--- src/rtl/dmem_arbiter_if.sv ---
// Bundle of both master channels feeding the data-memory arbiter.
// Each master holds req with we/addr/wdata stable until it sees its single-cycle ack; err and rdata are valid only while ack is high.
interface dmem_arbiter_if #(
    parameter int DATA_WIDTH = 32
);
    logic                  req0;
    logic                  req1;
    logic                  we0;
    logic                  we1;
    logic [DATA_WIDTH-1:0] addr0;
    logic [DATA_WIDTH-1:0] addr1;
    logic [DATA_WIDTH-1:0] wdata0;
    logic [DATA_WIDTH-1:0] wdata1;
    logic                  ack0;
    logic                  ack1;
    logic                  err0;
    logic                  err1;
    logic [DATA_WIDTH-1:0] rdata0;
    logic [DATA_WIDTH-1:0] rdata1;

    modport master (
        output req0, req1, we0, we1, addr0, addr1, wdata0, wdata1,
        input  ack0, ack1, err0, err1, rdata0, rdata1
    );

    modport slave (
        input  req0, req1, we0, we1, addr0, addr1, wdata0, wdata1,
        output ack0, ack1, err0, err1, rdata0, rdata1
    );
endinterface

--- src/rtl/dmem_arbiter.sv ---
// Two-port round-robin sequencer for the single-ported data memory.
// One access every three cycles (IDLE -> ACCESS -> RESP); rejected accesses never touch memory.
module dmem_arbiter #(
    parameter int DATA_WIDTH   = 32,
    parameter int MEMORY_DEPTH = 256
) (
    input  logic                  clk,
    input  logic                  reset,
    dmem_arbiter_if.slave         bus,
    output logic                  owner,
    output logic                  mem_MemWrite,
    output logic                  mem_MemRead,
    output logic [DATA_WIDTH-1:0] mem_Address,
    output logic [DATA_WIDTH-1:0] mem_WriteData,
    input  logic [DATA_WIDTH-1:0] mem_ReadData,
    output logic [1:0]            dbgState
);

    typedef enum logic [1:0] {
        IDLE   = 2'd0,
        ACCESS = 2'd1,
        RESP   = 2'd2
    } state_t;

    localparam logic [DATA_WIDTH-1:0] DEPTH_W = DATA_WIDTH'(MEMORY_DEPTH);

    state_t                state;
    state_t                stateNext;
    logic                  prioQ;
    logic                  ownerQ;
    logic                  errQ;
    logic [DATA_WIDTH-1:0] rdata0Q;
    logic [DATA_WIDTH-1:0] rdata1Q;

    logic                  anyReq;
    logic                  winner;
    logic [DATA_WIDTH-1:0] winAddr;
    logic                  curWe;
    logic [DATA_WIDTH-1:0] curAddr;
    logic [DATA_WIDTH-1:0] curWdata;

    // Full-width word index compare, so addresses near the top of the space never wrap into range.
    function automatic logic addrErr(input logic [DATA_WIDTH-1:0] a);
        return (a[1:0] != 2'b00) || ((a >> 2) >= DEPTH_W);
    endfunction

    always_comb begin
        anyReq = bus.req0 | bus.req1;
        if (bus.req0 && bus.req1) begin
            winner = prioQ;
        end else begin
            winner = bus.req1;
        end
        winAddr = winner ? bus.addr1 : bus.addr0;
    end

    always_comb begin
        curWe    = ownerQ ? bus.we1    : bus.we0;
        curAddr  = ownerQ ? bus.addr1  : bus.addr0;
        curWdata = ownerQ ? bus.wdata1 : bus.wdata0;
    end

    always_ff @(posedge clk or negedge reset) begin
        if (!reset) begin
            state <= IDLE;
        end else begin
            state <= stateNext;
        end
    end

    always_comb begin
        stateNext     = state;
        mem_MemWrite  = 1'b0;
        mem_MemRead   = 1'b0;
        mem_Address   = '0;
        mem_WriteData = '0;
        case (state)
            IDLE: begin
                if (anyReq) begin
                    stateNext = ACCESS;
                end
            end
            ACCESS: begin
                mem_Address   = curAddr;
                mem_WriteData = curWdata;
                if (!errQ) begin
                    mem_MemWrite = curWe;
                    mem_MemRead  = ~curWe;
                end
                stateNext = RESP;
            end
            RESP: begin
                stateNext = IDLE;
            end
            default: begin
                stateNext = IDLE;
            end
        endcase
    end

    // Grant, error and read-data registers; rdata only moves on a completed read.
    always_ff @(posedge clk or negedge reset) begin
        if (!reset) begin
            prioQ   <= 1'b0;
            ownerQ  <= 1'b0;
            errQ    <= 1'b0;
            rdata0Q <= '0;
            rdata1Q <= '0;
        end else begin
            case (state)
                IDLE: begin
                    if (anyReq) begin
                        ownerQ <= winner;
                        errQ   <= addrErr(winAddr);
                    end
                end
                ACCESS: begin
                    prioQ <= ~ownerQ;
                    if (!curWe) begin
                        if (ownerQ) begin
                            rdata1Q <= errQ ? '0 : mem_ReadData;
                        end else begin
                            rdata0Q <= errQ ? '0 : mem_ReadData;
                        end
                    end
                end
                default: begin
                end
            endcase
        end
    end

    // Responses decode registered state only, so req has no combinational path to ack.
    assign bus.ack0   = (state == RESP) && !ownerQ;
    assign bus.ack1   = (state == RESP) &&  ownerQ;
    assign bus.err0   = (state == RESP) && !ownerQ && errQ;
    assign bus.err1   = (state == RESP) &&  ownerQ && errQ;
    assign bus.rdata0 = rdata0Q;
    assign bus.rdata1 = rdata1Q;

    assign owner    = (state != IDLE) && ownerQ;
    assign dbgState = state;

endmodule
--- src/flat_wrapper.sv ---
// flat-port wrapper written by rule: the top's interface ports become plain ports
module dmem_arbiter_flat 
#(
    parameter int DATA_WIDTH   = 32,
    parameter int MEMORY_DEPTH = 256
)
  (clk, reset, owner, mem_MemWrite, mem_MemRead, mem_Address, mem_WriteData, mem_ReadData, dbgState, bus_req0, bus_req1, bus_we0, bus_we1, bus_addr0, bus_addr1, bus_wdata0, bus_wdata1, bus_ack0, bus_ack1, bus_err0, bus_err1, bus_rdata0, bus_rdata1);
  dmem_arbiter_if #(.DATA_WIDTH(DATA_WIDTH)) bus_i ();
  input  logic clk;
  input  logic reset;
  output logic owner;
  output logic mem_MemWrite;
  output logic mem_MemRead;
  output logic [DATA_WIDTH-1:0] mem_Address;
  output logic [DATA_WIDTH-1:0] mem_WriteData;
  input  logic [DATA_WIDTH-1:0] mem_ReadData;
  output logic [1:0] dbgState;
  input wire logic [$bits(bus_i.req0)-1:0] bus_req0;
  input wire logic [$bits(bus_i.req1)-1:0] bus_req1;
  input wire logic [$bits(bus_i.we0)-1:0] bus_we0;
  input wire logic [$bits(bus_i.we1)-1:0] bus_we1;
  input wire logic [$bits(bus_i.addr0)-1:0] bus_addr0;
  input wire logic [$bits(bus_i.addr1)-1:0] bus_addr1;
  input wire logic [$bits(bus_i.wdata0)-1:0] bus_wdata0;
  input wire logic [$bits(bus_i.wdata1)-1:0] bus_wdata1;
  output wire logic [$bits(bus_i.ack0)-1:0] bus_ack0;
  output wire logic [$bits(bus_i.ack1)-1:0] bus_ack1;
  output wire logic [$bits(bus_i.err0)-1:0] bus_err0;
  output wire logic [$bits(bus_i.err1)-1:0] bus_err1;
  output wire logic [$bits(bus_i.rdata0)-1:0] bus_rdata0;
  output wire logic [$bits(bus_i.rdata1)-1:0] bus_rdata1;
  assign bus_i.req0 = bus_req0;
  assign bus_i.req1 = bus_req1;
  assign bus_i.we0 = bus_we0;
  assign bus_i.we1 = bus_we1;
  assign bus_i.addr0 = bus_addr0;
  assign bus_i.addr1 = bus_addr1;
  assign bus_i.wdata0 = bus_wdata0;
  assign bus_i.wdata1 = bus_wdata1;
  assign bus_ack0 = bus_i.ack0;
  assign bus_ack1 = bus_i.ack1;
  assign bus_err0 = bus_i.err0;
  assign bus_err1 = bus_i.err1;
  assign bus_rdata0 = bus_i.rdata0;
  assign bus_rdata1 = bus_i.rdata1;
  dmem_arbiter #(.DATA_WIDTH(DATA_WIDTH), .MEMORY_DEPTH(MEMORY_DEPTH)) u_core (.clk(clk), .reset(reset), .bus(bus_i), .owner(owner), .mem_MemWrite(mem_MemWrite), .mem_MemRead(mem_MemRead), .mem_Address(mem_Address), .mem_WriteData(mem_WriteData), .mem_ReadData(mem_ReadData), .dbgState(dbgState));
endmodule
--- config.mk ---
export PLATFORM = sky130hd
export DESIGN_NAME = dmem_arbiter_flat
export DESIGN_NICKNAME = d
export VERILOG_FILES = /design/src/rtl/dmem_arbiter_if.sv /design/src/rtl/dmem_arbiter.sv /design/src/flat_wrapper.sv
export SDC_FILE = /design/constraint.sdc
export NUM_CORES = 1
export LEC_CHECK = 0
export CORE_AREA = 2 2 119 121
export DETAILED_ROUTE_END_ITERATION = 10
export DIE_AREA = 0 0 121 123
export MAX_ROUTING_LAYER = met4
export PLACE_DENSITY = 0.74
export SYNTH_ARGS = -nofsm -noshare
export SYNTH_HDL_FRONTEND = slang
export SYNTH_SLANG_ARGS = --single-unit
--- constraint.sdc ---
create_clock -name clk -period 1.7 [get_ports clk]
set_clock_uncertainty 0.2 [all_clocks]
set_input_delay 0.255 -clock clk [delete_from_list [all_inputs] [get_ports clk]]
set_output_delay 0.255 -clock clk [all_outputs]
set_load 0.1 [all_outputs]
==> flow_summary.yaml, run 1 <==
outcome:
  status: "finished, violations left"
  violations: "setup timing"
placed_design:
  hpwlAfterDp_mm: 14.3
  io_buffers: 302
  gpl.final_weighted_congestion: 0.930
  placed_cells: 917
  place_ws_ps: -243
synth:
  yosysSeqAreaShare_pct: 44.2
  syn_avg_cell_area_um2: 9.11
  synth_cells: 429
  synth_seq_cells: 69
  yosysWarnings: 0
  yosys.area.top_type: "dfrtp_1"
  synth_fp_nets: 595
  synth_area_um2: 3910
  synth_edf_count: 0
  ys.flop_type: "dfrtp_1"
  yosys-top-cells-area: "dfrtp_1 (44%), mux2i_1 (17%), nand2_1 (6.4%)"
  ys_async_sr_fraction_pct: 100
  synth_most_common_cell: "dfrtp_1"
  synthDistinctLibCells: 25
  synth_common_cells: "dfrtp_1 (69), nand2_1 (67), mux2i_1 (65), nor2_1 (65), o21ai_0 (35)"
  yosys.area.top_type_share_pct: 44.2
cells_and_area:
  fillers: 761
  n_antenna_cell: 0
  drive_gt1_share_pct: 56.1
  utilization_pct: 79.6
  multiInputGateArea_um2: 3120
  syn_to_final_growth_pct: 177
  stdcell_count: 959
  final_nets: 940
  seqCellArea_um2: 1740
clock_network:
  cts.sinks: 69
  cts_tree: "yes"
  clkLatencyLatePin_ps: 330
  numCtsBuffers: 9
  cts_buffer_depth: 2
  cts.clk_slew.worst_paths_ps: 60
  htreeDepth: 3
  cts-root-buf: "clkbuf_16"
die:
  die_x_um: 121
  initial_core_util_pct: 28.7
  coreArea_um2: 13600
  rows: 43
  die_area_um2: 14900
  die_h_um: 123
  ios: 303
sta:
  setup-tns-final_ps: -40010
  period_share_pct: 128
  setup_slack_ps: -480
  hold_viol: 0
  drv_slew: 0
  setup_viol: 134
  max-slew-margin-rel_pct: 72.1
  worst_pin_slew_ps: 413
  fmax_mhz: 459
  final.min_clock_period_ps: 2180
  rsz0062_at_grt: "true"
global_route:
  grt_pass1_wl_mm: 27.8
  grt_max_degree: 70
  grt-ovfl-total: 0
  antenna_found_initial: 0
  grt_pass1_vias: 5098
  gr-usage-all-layers_pct: 25.4
setup_path:
  end_kind: "output port"
  crit_fanout: 8
  cp_data_arrival_time_ps: 1730
  worstSetupPathType: "reg -> out"
  crit_path_max_incr_delay_ps: 560
  slowest_stage: "dfrtp_4"
  path_delay_family: "flip-flops"
  worst-path-buf-inv: 3
  path_cells: "buf_4, buf_16, mux2i_2, nor2_4, buf_12"
  required_ps: 1240
  start_kind: "flop"
detailed_routing:
  drt_iter0_markers: 250
  drt_wl_total_mm: 20.9
  wl_per_cell_um: 21.8
  viasPerCell: 4.95
  ant_nets: 0
  firstDrtPassIters: 4
  vias: 4743
  post-route-drc-count: 0
job:
  cap_viol_max_count: 0
min_path:
  hold_class: "in -> async"
## worst min-delay path: stages
cell           delay (ps)
dlygate4sd3_1         520
buf_2                 120
buf_12                320
## stage by stage
stage / hold slack (ps) / instance area [um^2]
6_report: 282 / 10800
5_1_grt: 306 / 10800
4_1_cts: 296 / 10200
3_5_place_dp: 103 / 9350
3_3_place_gp: 97.8 / 9350
2_1_floorplan: -241 / 4550
## final timing paths
path / start / endpoint / slack (ps) / cells after the start
max in group asynchronous: reset / u_core.dbgState[1] / 710 / 3
max reg2reg: u_core.dbgState[1] / u_core.bus.rdata0[21] / -290 / 6
max: u_core.ownerQ / mem_WriteData[10] / -480 / 5
min reg2reg: u_core.prioQ / u_core.prioQ / 290 / 2
min: reset / u_core.bus.rdata0[17] / 280 / 3
min in group clk: u_core.prioQ / u_core.prioQ / 290 / 2
## cells by family (layout without fill, tap and decap cells)
group	Yosys count	count (layout)	synth area share, %
compound gates	69	69	11.7
buf+inv	36	386	5.19
mux	65	65	16.7
flops	69	69	44.2
simple gates	190	190	22.3
## routing by layer
layer / GRT usage (%) / routed length [um] / vias to the layer above
met2: 46.1 / 11600 / 248
met3: 6.13 / 1350 / 48
met4: 9.88 / 854 / 0
met1: 26.6 / 7140 / 2302
li1: - / - / 2145
met5: - / 0 / -
## cell type report
type | count | share of cell area [%]
timing repair buffer | 367 | 49.7
clock inverter | 6 | 1.03
tap | 180 | 2.08
clock buffer | 10 | 2.11
sequential | 69 | 16.0
inverter | 3 | 0.219
multi-input combinational | 324 | 28.8
## timing repair
item	4_1_cts	5_1_grt
buffers inserted	8	5
gates resized for setup	108	120
setup endpoints to repair	129	135
hold buffers	1	0
endpoints found under the hold margin	69	0
pin swaps	33	45
gates cloned	7	7
## sequential cells by signal (all words and copies together), names as in the netlist
| signal | flops |
|---|---|
| u_core.errQ | 1 |
| u_core.bus.rdata0 | 32 |
| u_core.bus.rdata1 | 32 |
| u_core.dbgState | 2 |
| u_core.prioQ | 1 |
| u_core.ownerQ | 1 |
## cells in the final DEF (no fill, tap or decap), drive strengths merged
master,instances
a21boi,1
a22o,1
and2,2
and3b,1
and4,2
buf,198
bufinv,3
clkbuf,14
clkdlybuf4s50,164
clkinv,3
clkinvlp,1
dfrtp,69
dlygate4sd3,1
inv,2
mux2i,65
nand2,67
nand2b,33
nand3b,1
nand4,1
nor2,65
nor2b,1
nor3,2
nor3b,2
nor4,12
o21ai,66
o31ai,1
or3,1
Power of run 1 is not shown: default switching activity piles up to over one toggle a cycle in this logic, so the estimate is an artifact.
==> run 2, diff against run 1 <==
--- a/config.mk
+++ b/config.mk
@@ -5,11 +5,13 @@
 export SDC_FILE = /design/constraint.sdc
 export NUM_CORES = 1
 export LEC_CHECK = 0
+export CAP_MARGIN = 20
 export CORE_AREA = 2 2 119 121
+export CTS_CLUSTER_SIZE = 10
 export DETAILED_ROUTE_END_ITERATION = 10
 export DIE_AREA = 0 0 121 123
 export MAX_ROUTING_LAYER = met4
-export PLACE_DENSITY = 0.74
+export PLACE_DENSITY = 0.71
 export SYNTH_ARGS = -nofsm -noshare
 export SYNTH_HDL_FRONTEND = slang
 export SYNTH_SLANG_ARGS = --single-unit
==> constraint.sdc (replaced) <==
create_clock -name clk -period 2.8 [get_ports clk]
set_clock_uncertainty 0.2 [all_clocks]
set_input_delay 0.42 -clock clk [delete_from_list [all_inputs] [get_ports clk]]
set_output_delay 0.42 -clock clk [all_outputs]
set_load 0.1 [all_outputs]
==> run 2 against run 1 <==
  * The flow now finishes without violations
  * Worst hold slack lost 4.0 ps
  * Utilization shrank 19 points
  * Critical path type unchanged
  * Global-route usage shrank 3.4 points
  * Critical endpoint is now mem_Address[13]
==> flow_summary.yaml, run 2 (synthesized netlist as in run 1, its figures left out) <==
sta:
  worst_pin_slew_ps: 901
  max-slew-margin-rel_pct: 39.9
  setup_viol: 0
  drv_slew: 0
  rsz0062_at_grt: "false"
  final.min_clock_period_ps: 2590
  whs_ps: 278
  hold_viol: 0
  fmax_mhz: 386
  period_share_pct: 92.6
global_route:
  grt_pass1_wl_mm: 24.2
  grt_max_degree: 65
  grt_pass1_vias: 4456
  gr-usage-all-layers_pct: 22.1
  grt-ovfl-total: 0
  antenna_found_initial: 0
clock_network:
  numCtsBuffers: 9
  cts_tree: "yes"
  cts_buffer_depth: 2
  cts.sinks: 69
  clkLatencyLatePin_ps: 330
  cts-root-buf: "clkbuf_16"
  cts.clk_slew.worst_paths_ps: 60
  htreeDepth: 3
die:
  die_h_um: 123
  die_area_um2: 14900
  coreArea_um2: 13600
  die_x_um: 121
  ios: 303
  initial_core_util_pct: 28.7
  rows: 43
detailed_routing:
  wl_per_cell_um: 17.6
  vias: 4243
  drt_iter0_markers: 233
  post-route-drc-count: 0
  firstDrtPassIters: 4
  viasPerCell: 4.68
  drt_wl_total_mm: 15.9
  ant_nets: 0
cells_and_area:
  fillers: 1145
  n_antenna_cell: 0
  finalInstanceArea_um2: 8240
  drive_gt1_share_pct: 36.9
  layout_commonest_cell: "clkdlybuf4s50_1"
  utilization_pct: 60.5
  syn_to_final_growth_pct: 111
  final_nets: 887
  stdcell_count: 906
  final_cell_mix: "clkdlybuf4s50_1 (164), buf_4 (77), buf_12 (71)"
setup_path:
  end_kind: "output port"
  r2r-start: "u_core.dbgState[1]"
  required_ps: 2180
  worst-r2r-setup-slack_ps: 530
  crit_path_start: "u_core.ownerQ"
  worst_r2r_path_depth: 5
  reg2reg_to: "u_core.bus.rdata0[19]"
  cp_data_arrival_time_ps: 1970
  worstSetupPathType: "reg -> out"
  start_kind: "flop"
  crit_fanout: 25
  crit_end: "mem_Address[13]"
placed_design:
  io_buffers: 302
  hpwlAfterDp_mm: 13.0
  gpl.final_weighted_congestion: 0.883
  placed_area_um2: 7900
  placed_cells: 889
outcome:
  status: "completed"
min_path:
  hold_class: "reg -> reg"
job:
  cap_viol_max_count: 0
[run 2: what timing repair did]
item | CTS | global route
hold endpoints to repair | 29 | 0
hold buffers | 1 | 0
gates resized for setup | 0 | 0
buffers inserted | 0 | 0
[run 2: layout make-up]
type                       instances  area, um^2  area share (%)
clock inverter                     6        86.3            1.05
clock buffer                      10         239            2.90
timing repair buffer             314        3660            44.4
multi-input combinational        324        2280            27.7
inverter                           3        11.3           0.137
sequential                        69        1730            21.0
tap                              180         225            2.73
[run 2: metrics by stage]
step	setup WS, ps	TNS (ps)
floorplan	-73.9	-73.9
global placement	523	0
detailed placement	489	0
CTS	173	0
global route	118	0
finish	207	0
[run 2: worst max-delay path, stage by stage, from the launching register on]
cell     delay, ps
dfrtp_4        670
buf_4          330
mux2i_1        370
nor2_4          80
buf_12         180
[run 2: worst min path at each step]
stage	end	cells past startpoint	startpoint
3_3_place_gp	u_core.bus.rdata0[13]	2	u_core.bus.rdata0[13]
4_1_cts	u_core.bus.rdata0[14]	2	u_core.bus.rdata0[14]
2_1_floorplan	u_core.bus.rdata0[0]	0	reset
3_5_place_dp	u_core.bus.rdata1[23]	2	u_core.bus.rdata1[23]
6_report	u_core.bus.rdata1[23]	2	u_core.bus.rdata1[23]
5_1_grt	u_core.bus.rdata1[23]	2	u_core.bus.rdata1[23]
[run 2: metal layers]
layer / wire length (um) / GRT usage (%)
met1: 5650 / 23.8
met3: 1330 / 6.46
met2: 8720 / 39.9
met5: 0 / -
met4: 246 / 5.45
Power of run 2 is left out for the same reason.
